`src/rtl/read_burst_master.sv`:
```
// read_burst_master: Avalon-MM burst read master feeding a downstream FIFO.
// Issues fixed-length read bursts from iRead_Addr up to iRead_Addr+iLength,
// waiting for FIFO room before each burst and forwarding every returned
// beat to the FIFO one cycle later.
// Optional feature: define READ_BURST_TIMEOUT_EN to add oTimeout and abort a
// burst whose data stops arriving for 4096 cycles.
module read_burst_master #(
  parameter int BURST_LEN  = 8,
  parameter int FIFO_DEPTH = 256
) (
  input  logic        iClk,
  input  logic        iRst_n,
  input  logic        iStart,
  input  logic [31:0] iRead_Addr,
  input  logic [31:0] iLength,
  input  logic        iWait,
  input  logic [31:0] iReadData,
  input  logic        iReadDataValid,
  input  logic [7:0]  FF_used,
  output logic [31:0] oRead_Addr,
  output logic        oRead,
  output logic [9:0]  oBurst_count,
  output logic        FF_wr_req,
  output logic [31:0] FF_wr_data,
  output logic        oDone
`ifdef READ_BURST_TIMEOUT_EN
  ,
  output logic        oTimeout
`endif
);

  localparam logic [31:0] BURST_BYTES = 32'(BURST_LEN * 4);
  localparam logic [10:0] DEPTH_W     = 11'(FIFO_DEPTH);
  localparam logic [10:0] BURST_W     = 11'(BURST_LEN);

  typedef enum logic [2:0] {IDLE, CHECK, REQ, DATA, NEXT} state_t;

  state_t      state, state_nxt;
  logic [31:0] end_addr;
  logic [31:0] next_addr;
  logic [9:0]  beat_cnt;
  logic [10:0] ff_free;
  logic        room;
  logic        last_beat;
  logic        done_addr;
  logic        to_hit;

  assign oBurst_count = 10'(BURST_LEN);
  assign oRead        = (state == REQ);
  assign next_addr    = oRead_Addr + BURST_BYTES;   // wraps modulo 2^32
  assign done_addr    = (next_addr >= end_addr);
  assign last_beat    = iReadDataValid && (beat_cnt == 10'(BURST_LEN - 1));

  // Free FIFO space, clamped at zero so an over-reported fill level never wraps
  assign ff_free = (11'(FF_used) >= DEPTH_W) ? 11'd0 : (DEPTH_W - 11'(FF_used));
  assign room    = (ff_free >= BURST_W);

`ifdef READ_BURST_TIMEOUT_EN
  logic [15:0] to_cnt;
  assign to_hit = (to_cnt == 16'd4095) && !iReadDataValid;

  // Idle-cycle counter for the data phase; any beat or leaving DATA restarts it
  always_ff @(posedge iClk) begin
    if (!iRst_n || state != DATA || iReadDataValid) to_cnt <= '0;
    else                                            to_cnt <= to_cnt + 16'd1;
  end
`else
  assign to_hit = 1'b0;
`endif

  // State register
  always_ff @(posedge iClk) begin
    if (!iRst_n) state <= IDLE;
    else         state <= state_nxt;
  end

  // Next-state logic
  always_comb begin
    state_nxt = state;
    case (state)
      IDLE:    if (iStart && iLength != 32'd0) state_nxt = CHECK;
      CHECK:   if (room)                       state_nxt = REQ;
      REQ:     if (!iWait)                     state_nxt = DATA;
      DATA: begin
        if (last_beat)   state_nxt = NEXT;
        else if (to_hit) state_nxt = IDLE;
      end
      NEXT:    state_nxt = done_addr ? IDLE : CHECK;
      default: state_nxt = IDLE;
    endcase
  end

  // Address, end address and completion flags
  always_ff @(posedge iClk) begin
    if (!iRst_n) begin
      oRead_Addr <= '0;
      end_addr   <= '0;
      oDone      <= 1'b0;
`ifdef READ_BURST_TIMEOUT_EN
      oTimeout   <= 1'b0;
`endif
    end else begin
      if (state == IDLE && iStart) begin
        oRead_Addr <= iRead_Addr;
        end_addr   <= iRead_Addr + iLength;
        oDone      <= (iLength == 32'd0);   // empty transfer completes at once
`ifdef READ_BURST_TIMEOUT_EN
        oTimeout   <= 1'b0;
`endif
      end
      if (state == NEXT) begin
        oRead_Addr <= next_addr;
        if (done_addr) oDone <= 1'b1;
      end
`ifdef READ_BURST_TIMEOUT_EN
      if (state == DATA && !last_beat && to_hit) begin
        oDone    <= 1'b1;
        oTimeout <= 1'b1;
      end
`endif
    end
  end

  // Beat counter: only beats inside DATA count toward the burst
  always_ff @(posedge iClk) begin
    if (!iRst_n || state != DATA) beat_cnt <= '0;
    else if (iReadDataValid)      beat_cnt <= last_beat ? 10'd0 : beat_cnt + 10'd1;
  end

  // FIFO write path: each DATA beat becomes one write, one cycle later
  always_ff @(posedge iClk) begin
    if (!iRst_n) begin
      FF_wr_req  <= 1'b0;
      FF_wr_data <= '0;
    end else begin
      FF_wr_req <= (state == DATA) && iReadDataValid;
      if (state == DATA && iReadDataValid) FF_wr_data <= iReadData;
    end
  end

endmodule

```
`config.mk`:
```
export PLATFORM = sky130hd
export DESIGN_NAME = read_burst_master
export DESIGN_NICKNAME = d
export VERILOG_FILES = /design/src/rtl/read_burst_master.sv
export SDC_FILE = /design/constraint.sdc
export NUM_CORES = 1
export LEC_CHECK = 0
export ABC_AREA = 1
export CAP_MARGIN = 20
export CORE_ASPECT_RATIO = 0.7
export CORE_UTILIZATION = 30
export DETAILED_ROUTE_END_ITERATION = 10
export GPL_ROUTABILITY_DRIVEN = 0
export GPL_TIMING_DRIVEN = 0
export SETUP_SLACK_MARGIN = 0.1
export SLEW_MARGIN = 20
export SYNTH_ARGS = -nofsm -noshare
export SYNTH_HDL_FRONTEND = slang
export SYNTH_SLANG_ARGS = --single-unit
```
`constraint.sdc`:
```
create_clock -name iClk -period 2.2 [get_ports iClk]
set_input_delay 0.44 -clock iClk [delete_from_list [all_inputs] [get_ports iClk]]
set_output_delay 0.44 -clock iClk [all_outputs]
set_load 0.03 [all_outputs]
```
==> impl_results.md <==
- Fmax: 0.3615 GHz
- Min cycle time layout: 2.766 ns
- Fin. max-slew vios: 0
- Switching Share: 44.38%
- Die W: 202.3 um
- Initial antenna violation count: 0
- Hold Startpoint: iRead_Addr[1]
- Critical path endpoint category: register
- Mapped Area: 8428 um^2
- Total power: 0.009702 W
- Outcome: finished, violations left
- CP Max Fanout: 4
- Final-layout fill cell count: 2839
- # clock sinks: 111
- Skew final: 0.01610 ns
- Post-synth EDFFs: 0
- Worst VDD drop: 0.5096 mV
- Flops & latches, synth: 111
- Sequential share of power: 29.5%
- Most frequent cells in the layout: 326 x nand2_1, 211 x inv_1, 123 x clkdlybuf4s50_1
- Syn Inst Count: 1372
- Clock Pin Slew Worst Setup and Hold Paths: 0.09 ns
- Worst skew pair latency: 0.37 ns
- Synth area leader: dfxtp_1
- Total track usage: 21.43%
- Area grow syn2layout: 45.06%
- Global-route wire length before repair: 48.01 mm
- Switching power: 0.004306 W
- TritonRoute pass-1 iters: 6
- CTS tree: built
- Vias per inst: 4.879
- Post-DP HPWL: 25.16 mm
- Least-Margin Pin Slew: 0.7326 ns
- Die Ht: 142.2 um
- Post-synth ARST share: 0%
- Register cell area after layout: 2277 um^2
- Multi-input logic area: 6053 um^2
- Synth warn: 0
- Layout cells sized above 1: 16.47%
- WL/cell: 16.06 um
- Top post-synthesis cells by area: dfxtp_1 26%, nand2_1 16%, inv_1 9.8%, ha_1 9.6%, a21oi_1 8.1%
- DR vias: 9597
- Final Cycle Share: 125.7%
- Failing checks: setup timing
- Core Rows: 50
- Initial DRC Count: 734
- Reg-to-Reg Start: oRead_Addr[6]
- Core Box Area: 27150 um^2
- Max-cap check violation count: 0
- Area of the die: 28780 um^2
- Worst path arrival time: 3.00 ns
- Leakage power: 5.612 nW
- Slew headroom: 51.16%
- Vias in the first global route: 8808
- Post-synth top area share: 26.37%
- Complex-gate fraction of the synthesized area: 13.91%
- Largest net degree at the start of global routing: 21
- DRC viols: 0
- Most used DFF post-synth: dfxtp_1
- Final hold vios: 0
- Antenna diode count: 0
- Comb pwr share: 50.9%
- H-tree levels: 3
- RSZ-0062 raised after global routing: true
- Commonest non-fill, non-tap cell in the layout: nand2_1
- Clock power share: 19.6%
- Nets: 1773
- Antenna-violating nets left: 0
- Port buffer count: 174
- Crit path launch: oRead_Addr[6]
- Internal power: 0.005396 W
- Pre-CTS setup slack: -0.8350 ns
- Main combinational cell family by area after synthesis: simple AND/OR/NAND/NOR gates
- Power per cell area: 793.6 nW/um^2
- Synth Area in Simple Gates: 33.76%
- Boundary pin count: 186
- Hold WC Path Type: in -> reg
- Clk root buf: clkbuf_16
- Final WS setup: -0.5663 ns
- Adder-Cell Fraction of Synth Area: 9.887%
- Cts hold-fix bufs: 0
- WS Path Type: reg -> reg
- XOR/XNOR Fraction of Synth Area: 3.118%
- Longest Clk Path Bufs: 2
- Worst Path Required: 2.43 ns
- Seq/Total Area, Yosys: 26.37%
- Yosys cell types: 44
- Syn avg cell area: 6.143 um^2
- Starting density of the core: 31.04%
- Setup violators final: 2
- Mux cell area share after synthesis: 0%
- Startpoint types: register
- Grt ovf: 0
- Num CTS Buffers: 9
- WL final: 31.59 mm
## registers in the layout (all words and copies together), names as in the netlist
register	cells
state	3
end_addr	32
FF_wr_req	1
oRead_Addr	32
beat_cnt	10
oDone	1
FF_wr_data	32
## final cells by class
class	count	share of cell area, %
Buffer	47	1.975
Clock inverter	7	0.9313
Multi-Input combinational cell	997	49.51
Clock buffer	9	1.842
Inverter	225	6.929
Timing Repair Buffer	207	16.46
Tap cell	364	3.725
Sequential cell	111	18.63
## final timing paths
kind | endpoint | slack (ns) | depth (start not counted)
worst min-delay path | oRead_Addr[1] | 0.40 | 3
worst max register to register | oDone | -0.57 | 16
worst min register to register | FF_wr_data[11] | 0.46 | 2
worst max-delay path | oDone | -0.57 | 16
## critical path, stage by stage (launching register included)
cell	delay [ns]
dfxtp_4	0.39
ha_4	0.16
inv_4	0.04
nor3_4	0.29
nand2_4	0.13
nor2_1	0.13
xor2_1	0.27
ha_1	0.30
nand2_1	0.10
nor2_2	0.06
buf_4	0.12
nand2_1	0.05
a21oi_1	0.07
nor2_2	0.24
nand3_2	0.13
nand2_2	0.08
a21oi_2	0.06
## metal layers
| layer | routed length [um] | track usage, % |
|---|---|---|
| met1 | 15520 | 32.05 |
| met2 | 12780 | 30.70 |
| met3 | 2926 | 5.540 |
| met4 | 367 | 3.205 |
| met5 | 0 | 1.020 |
## cells by family after synthesis
| logic type | count (synthesis) |
|---|---|
| AOI/OAI and AO/OA | 224 |
| xor gates and xnor gates | 30 |
| adders and majority gates | 66 |
| buffers and inverters | 272 |
| DFF | 111 |
| other | 2 |
| and+or+nand+nor | 667 |
## Yosys cell counts, types with 2 or more instances
master,instances
buf_4,11
a21oi_1,136
nor2_4,2
nand4_1,14
ha_1,65
inv_1,219
nor2_2,4
and2_1,2
xnor2_1,6
nand2_1,364
clkbuf_1,25
inv_2,5
buf_2,4
xor2_1,24
nor4_1,4
nor2_1,130
nor3b_1,6
nor3_4,3
o211ai_1,6
nand2_2,3
o21ai_0,72
nand3_1,103
conb_1,2
buf_1,5
nand3b_1,5
a21o_1,2
dfxtp_1,111
nor3_1,23
## what timing repair did
item / CTS / global route
resized for setup: 114 / 132
pin swaps: 24 / 50
gates cloned: 0 / 0
setup endpoints to repair: 26 / 24
buffers inserted: 18 / 15
## stage by stage
| step | cells | util, % | cell area [um^2] | TNS [ns] | hold slack, ns |
|---|---|---|---|---|---|
| after global routing | 1967 | 45.03 | 12230 | -1.385 | 0.4163 |
| after detailed placement | 1918 | 39.47 | 10720 | -13.75 | 0.4518 |
| final | 1967 | 45.03 | 12230 | -1.093 | 0.4024 |
| after CTS | 1952 | 43.01 | 11680 | -0.9263 | 0.4636 |
| after floorplan | 1380 | - | 8519 | -0.2908 | 0.4331 |
| after global placement | 1918 | 39.47 | 10720 | -13.61 | 0.4486 |
## power groups by stage
stage                     Clock, W  Sequential, W  Combinational [W]
after floorplan                  0        0.00319            0.00248
after global placement           0        0.00286            0.00433
after detailed placement         0        0.00286            0.00439
after CTS                  0.00194        0.00283            0.00462
after global routing       0.00201        0.00292            0.00546
final                      0.00190        0.00286            0.00494
No activity file was read; power rests on OpenSTA's default activity.
